<file path="src/rtl/mac_pkg.sv">
// rtl/mac_pkg.sv - shared types and constants for the MAC accumulator stage
package mac_pkg;

    typedef enum logic [1:0] {
        IDLE  = 2'd0,
        ACCUM = 2'd1,
        HOLD  = 2'd2
    } acc_state_t;

    localparam int MAC_PROD_W = 16;
    localparam int MAC_ACC_W  = 24;

endpackage

</file>
<file path="src/rtl/acc_sat_adder.sv">
// rtl/acc_sat_adder.sv - ripple-carry signed adder with clamp to the ACC_W range
module acc_sat_adder #(
    parameter int ACC_W = mac_pkg::MAC_ACC_W
) (
    input  logic [ACC_W-1:0] a_i,
    input  logic [ACC_W-1:0] b_i,
    output logic [ACC_W-1:0] sum_o,
    output logic             ovf_o
);

    logic [ACC_W:0] a_x;
    logic [ACC_W:0] b_x;
    logic [ACC_W:0] raw;
    logic           carry;

    // One guard bit: the top two bits of raw disagree exactly when the sum left the range.
    always_comb begin
        a_x   = {a_i[ACC_W-1], a_i};
        b_x   = {b_i[ACC_W-1], b_i};
        raw   = '0;
        carry = 1'b0;
        for (int i = 0; i <= ACC_W; i++) begin
            raw[i] = a_x[i] ^ b_x[i] ^ carry;
            carry  = (a_x[i] & b_x[i]) | (carry & (a_x[i] ^ b_x[i]));
        end
    end

    always_comb begin
        sum_o = raw[ACC_W-1:0];
        ovf_o = 1'b0;
        if (raw[ACC_W] != raw[ACC_W-1]) begin
            ovf_o = 1'b1;
            sum_o = raw[ACC_W] ? {1'b1, {(ACC_W-1){1'b0}}} : {1'b0, {(ACC_W-1){1'b1}}};
        end
    end

endmodule

</file>
<file path="src/rtl/mac_accumulator.sv">
// rtl/mac_accumulator.sv - accumulates a programmed number of MAC products into one saturating result
module mac_accumulator
    import mac_pkg::*;
#(
    parameter int ACC_W  = MAC_ACC_W,
    parameter int LEN_W  = 8,
    parameter int PROD_W = MAC_PROD_W
) (
    input  logic              clk,
    input  logic              rst,
    input  logic              start,
    input  logic [LEN_W-1:0]  vec_len,
    input  logic              prod_valid,
    input  logic [PROD_W-1:0] product,
    output logic [ACC_W-1:0]  acc_out,
    output logic              acc_valid,
    input  logic              acc_ready,
    output logic              busy,
    output logic [LEN_W-1:0]  remaining,
    output logic              sat_flag,
    output logic              drop_err
);

    acc_state_t       state_q, state_d;
    logic [ACC_W-1:0] acc_q, acc_d;
    logic [LEN_W-1:0] rem_q, rem_d;
    logic             sat_q, sat_d;
    logic             drop_q, drop_d;
    logic             valid_q, valid_d;
    logic             busy_q, busy_d;

    logic [ACC_W-1:0] addend;
    logic [ACC_W-1:0] sum;
    logic             ovf;

    assign addend = {{(ACC_W-PROD_W){product[PROD_W-1]}}, product};

    acc_sat_adder #(
        .ACC_W(ACC_W)
    ) u_adder (
        .a_i  (acc_q),
        .b_i  (addend),
        .sum_o(sum),
        .ovf_o(ovf)
    );

    always_comb begin
        state_d = state_q;
        acc_d   = acc_q;
        rem_d   = rem_q;
        sat_d   = sat_q;
        drop_d  = drop_q;

        case (state_q)
            ACCUM: begin
                if (prod_valid) begin
                    acc_d = sum;
                    sat_d = sat_q | ovf;
                    rem_d = rem_q - LEN_W'(1);
                    if (rem_q == LEN_W'(1)) begin
                        state_d = HOLD;
                    end
                end
            end
            HOLD: begin
                if (prod_valid) begin
                    drop_d = 1'b1;
                end
                if (acc_ready) begin
                    state_d = IDLE;
                end
            end
            default: begin
                if (prod_valid) begin
                    drop_d = 1'b1;
                end
            end
        endcase

        // A start accepted from IDLE, or alongside the HOLD transfer, opens a fresh operation.
        if (start && (state_q == IDLE || (state_q == HOLD && acc_ready))) begin
            acc_d   = '0;
            sat_d   = 1'b0;
            drop_d  = 1'b0;
            rem_d   = vec_len;
            state_d = (vec_len == '0) ? HOLD : ACCUM;
        end

        valid_d = (state_d == HOLD);
        busy_d  = (state_d != IDLE);
    end

    always_ff @(posedge clk or posedge rst) begin
        if (rst) begin
            state_q <= IDLE;
            acc_q   <= '0;
            rem_q   <= '0;
            sat_q   <= 1'b0;
            drop_q  <= 1'b0;
            valid_q <= 1'b0;
            busy_q  <= 1'b0;
        end else begin
            state_q <= state_d;
            acc_q   <= acc_d;
            rem_q   <= rem_d;
            sat_q   <= sat_d;
            drop_q  <= drop_d;
            valid_q <= valid_d;
            busy_q  <= busy_d;
        end
    end

    assign acc_out   = acc_q;
    assign acc_valid = valid_q;
    assign busy      = busy_q;
    assign remaining = rem_q;
    assign sat_flag  = sat_q;
    assign drop_err  = drop_q;

endmodule

</file>
<file path="config.mk">
export PLATFORM = sky130hd
export DESIGN_NAME = mac_accumulator
export DESIGN_NICKNAME = d
export VERILOG_FILES = /design/src/rtl/mac_pkg.sv /design/src/rtl/acc_sat_adder.sv /design/src/rtl/mac_accumulator.sv
export SDC_FILE = /design/constraint.sdc
export NUM_CORES = 1
export LEC_CHECK = 0
export BUFFER_PORTS_ARGS = -buffer_cell sky130_fd_sc_hd__buf_2
export CAP_MARGIN = 20
export CORE_MARGIN = 2
export CORE_UTILIZATION = 44
export DETAILED_ROUTE_END_ITERATION = 10
export HOLD_SLACK_MARGIN = 0.02
export PLACE_DENSITY = 0.72
export SLEW_MARGIN = 0
export SYNTH_ARGS = -nofsm -noshare
export SYNTH_HDL_FRONTEND = slang
export SYNTH_SLANG_ARGS = --single-unit
</file>
<file path="constraint.sdc">
create_clock -name clk -period 12.6 [get_ports clk]
set_clock_uncertainty 0.15 [all_clocks]
set_input_delay 2.52 -clock clk [delete_from_list [all_inputs] [get_ports clk]]
set_output_delay 2.52 -clock clk [all_outputs]
set_load 0.01 [all_outputs]
</file>
==> run summary <==
Leading area contributor after synthesis: dfrtp_1
Row Count: 27
Crit. End Element: flip-flop
Net Sw Frac: 43.1%
Final hold vios: 0
Post-place setup slack: -0.0872 ns
Antenna violations before repair: 0
Max VDD drop: 0.123 mV
Register area share after synthesis: 38.7%
Tot GR Track Use: 18.0%
Vias in the first global route: 1822
P&R area growth vs syn: 18.6%
Ys async rst share: 100%
Post-Synthesis Cell Area: 2460 um2
Period minus WS final: 12.29 ns
Post-DP Area: 2820 um2
EDFF count, synth: 0
Leakage: 0.00150 uW
Initial core utilization: 45.2%
Critical path class: in -> reg
Fillers: 497
CP Launch Type: input port
Clk Latency, worst-skew pair: 0.29 ns
CP arrival: 12.31 ns
Crit path max-delay family: adder cells
Routed Antenna Nets: 0
Tot Pwr: 637 uW
CTS sink count: 38
Io pins: 65
Layout cell share with drive strength beyond 1: 25.6%
Final Cycle Share: 97.5%
Syn nets: 301
Final instance area: 2920 um2
Top post-synthesis cells by area: dfrtp_1 39%, fa_1 20%, a22o_1 8.2%
Slack of the worst reg-to-reg path: 2.24 ns
Die Ht: 78.8 um
Ys Warns: 0
First-pass GRT wire length: 8530 um
Worst Path Buf+Inv: 4
Outcome: completed
Routed len/inst: 13.5 um
Clk pwr share: 13.8%
Multi-input gate area: 1250 um2
Reg power frac: 33.2%
Ys flop type: dfrtp_1
Deepest clock path buffer count: 2
Die area: 6200 um2
Pre-Repair DR Iteration Count: 4
Die X: 78.8 um
F_max: 81.4 MHz
Comb pwr share: 52.9%
DRT Wirelength: 5090 um
Overflow after GRT: 0
Post-synth top area share: 38.7%
Crit Path Max Fanout: 23
H-tree Lvls: 2
CP max stage delay: 0.53 ns
Vias per Instance: 4.90
Internal power: 363 uW
Setup bufs post-CTS: 0
Post-layout util: 53.6%
IO Port Bufs: 64
Initial DRC Count: 101
Final #Nets: 364
Max Cap Viol: 0
Core area: 5440 um2
CP most frequent cell: fa_1
TNS Setup: 0 ns
Min-delay worst type: reg -> reg
Slew margin rel.: 35.4%
Syn Inst Count: 241
PD cells: 219 nW/um2
Clock root buffer master: clkbuf_8
Drc violations: 0
CP required: 12.62 ns
GPL Wtd Cong: 0.801
CTS buffer count: 5
CTS tree: done
Slew Limit Fails: 0
Setup slack after layout: 0.311 ns
Dpl hpwl: 3790 um
P_sw: 275 uW
Via count: 1846
Unrepaired setup endpoints after global routing: false
Pin count of the biggest net entering global routing: 39
Yosys cell types: 34
FF+latch count, synth: 38
Register area: 951 um2
Clock Pin Slew Worst Setup and Hold Paths: 0.07 ns
Final setup violation count: 0
Worst-margin pin slew: 0.967 ns
Slowest cell on crit path: fa_1
Avg Cell Area, Syn: 10.2 um2
Ant diodes: 0
-- cells in the mapped netlist (2+ instances only) --
master,instances
inv_1,47
dfrtp_1,38
nand2_1,37
fa_1,24
a22o_1,23
ha_1,7
a21oi_1,6
nor2_1,6
o21ai_1,6
xor2_1,5
buf_6,4
o21ai_0,4
buf_2,3
nand2b_1,3
nand3_1,3
nor4_1,3
buf_4,2
clkbuf_1,2
nand4_1,2
xnor2_1,2
-- area by class of cell --
| cell class | count | share of cell area (%) |
|---|---|---|
| clock buffer | 7 | 2.96 |
| clock inverter | 1 | 0.172 |
| inverter | 47 | 6.05 |
| multi-input combinational | 145 | 42.9 |
| sequential | 38 | 32.6 |
| tap | 72 | 3.09 |
| timing repair buffer | 67 | 12.2 |
-- through the flow --
step | cells | hold WS [ns]
5_1_grt | 377 | 0.412
3_5_place_dp | 369 | 0.356
3_3_place_gp | 369 | 0.343
4_1_cts | 377 | 0.375
6_report | 377 | 0.368
2_1_floorplan | 241 | 0.381
-- layout by cell type, fill, tap and decap left out, drive strengths merged --
master / count
a21boi: 1
a21o: 1
a21oi: 6
a22o: 23
a31oi: 1
a41o: 1
and2: 2
and3: 1
and4bb: 1
buf: 67
clkbuf: 7
clkinv: 1
dfrtp: 38
fa: 24
ha: 7
inv: 47
nand2: 37
nand2b: 3
nand3: 3
nand4: 2
nand4b: 1
nor2: 7
nor3: 1
nor4: 3
o211ai: 1
o21a: 1
o21ai: 10
or2: 1
xnor2: 2
xor2: 5
-- power groups by stage --
stage | Sequential [uW] | Combinational (uW) | Clock [uW]
finish | 212 | 337 | 88.1
global route | 220 | 384 | 97.4
CTS | 211 | 338 | 91.3
detailed placement | 213 | 336 | 0
global placement | 212 | 328 | 0
floorplan | 225 | 226 | 0
-- repair_timing --
| action | 4_1_cts | 5_1_grt |
|---|---|---|
| resized for setup | 0 | 1 |
| setup endpoints to repair | 0 | 14 |
| hold buffers | 0 | 0 |
-- registers in the layout, indices dropped and copies added (netlist names) --
register   count
sat_flag       1
busy           1
acc_valid      1
remaining      8
acc_out       24
state_q        2
drop_err       1
-- worst reg2reg max path, delay by kind of cell, from the launching register on --
family	cells	cell delay, ns
flops	1	0.37
simple gates	2	0.35
buf+inv	3	0.17
fa+ha+maj	24	9.00
compound gates	1	0.22
-- layer usage --
layer,track usage [%],share of wire (%)
met5,0,0
met4,5.44,0.49
met3,5.11,5.4
met2,27.6,48
met1,24.8,46
-- cell families (layout without fill, tap and decap cells) --
logic type,Yosys count,after routing,share of synthesized area (%)
buf+inv,58,122,10.5
compound gates,45,45,13.3
flops,38,38,38.7
simple gates,62,62,11.9
xor+xnor,7,7,2.49
fa+ha+maj,31,31,23.1
-- path summary, 6_finish.rpt --
| check | start | endpoint | cells past startpoint |
|---|---|---|---|
| worst max-delay path | product[0] | acc_out[19] | 31 |
| worst min-delay path | sat_flag | sat_flag | 2 |
| worst max register to register | acc_out[0] | acc_out[19] | 30 |
| worst min register to register | sat_flag | sat_flag | 2 |
| max in group asynchronous | rst | acc_out[21] | 3 |
| min in group asynchronous | rst | acc_out[7] | 3 |
Note: power is estimated with default switching activity, not from simulation.
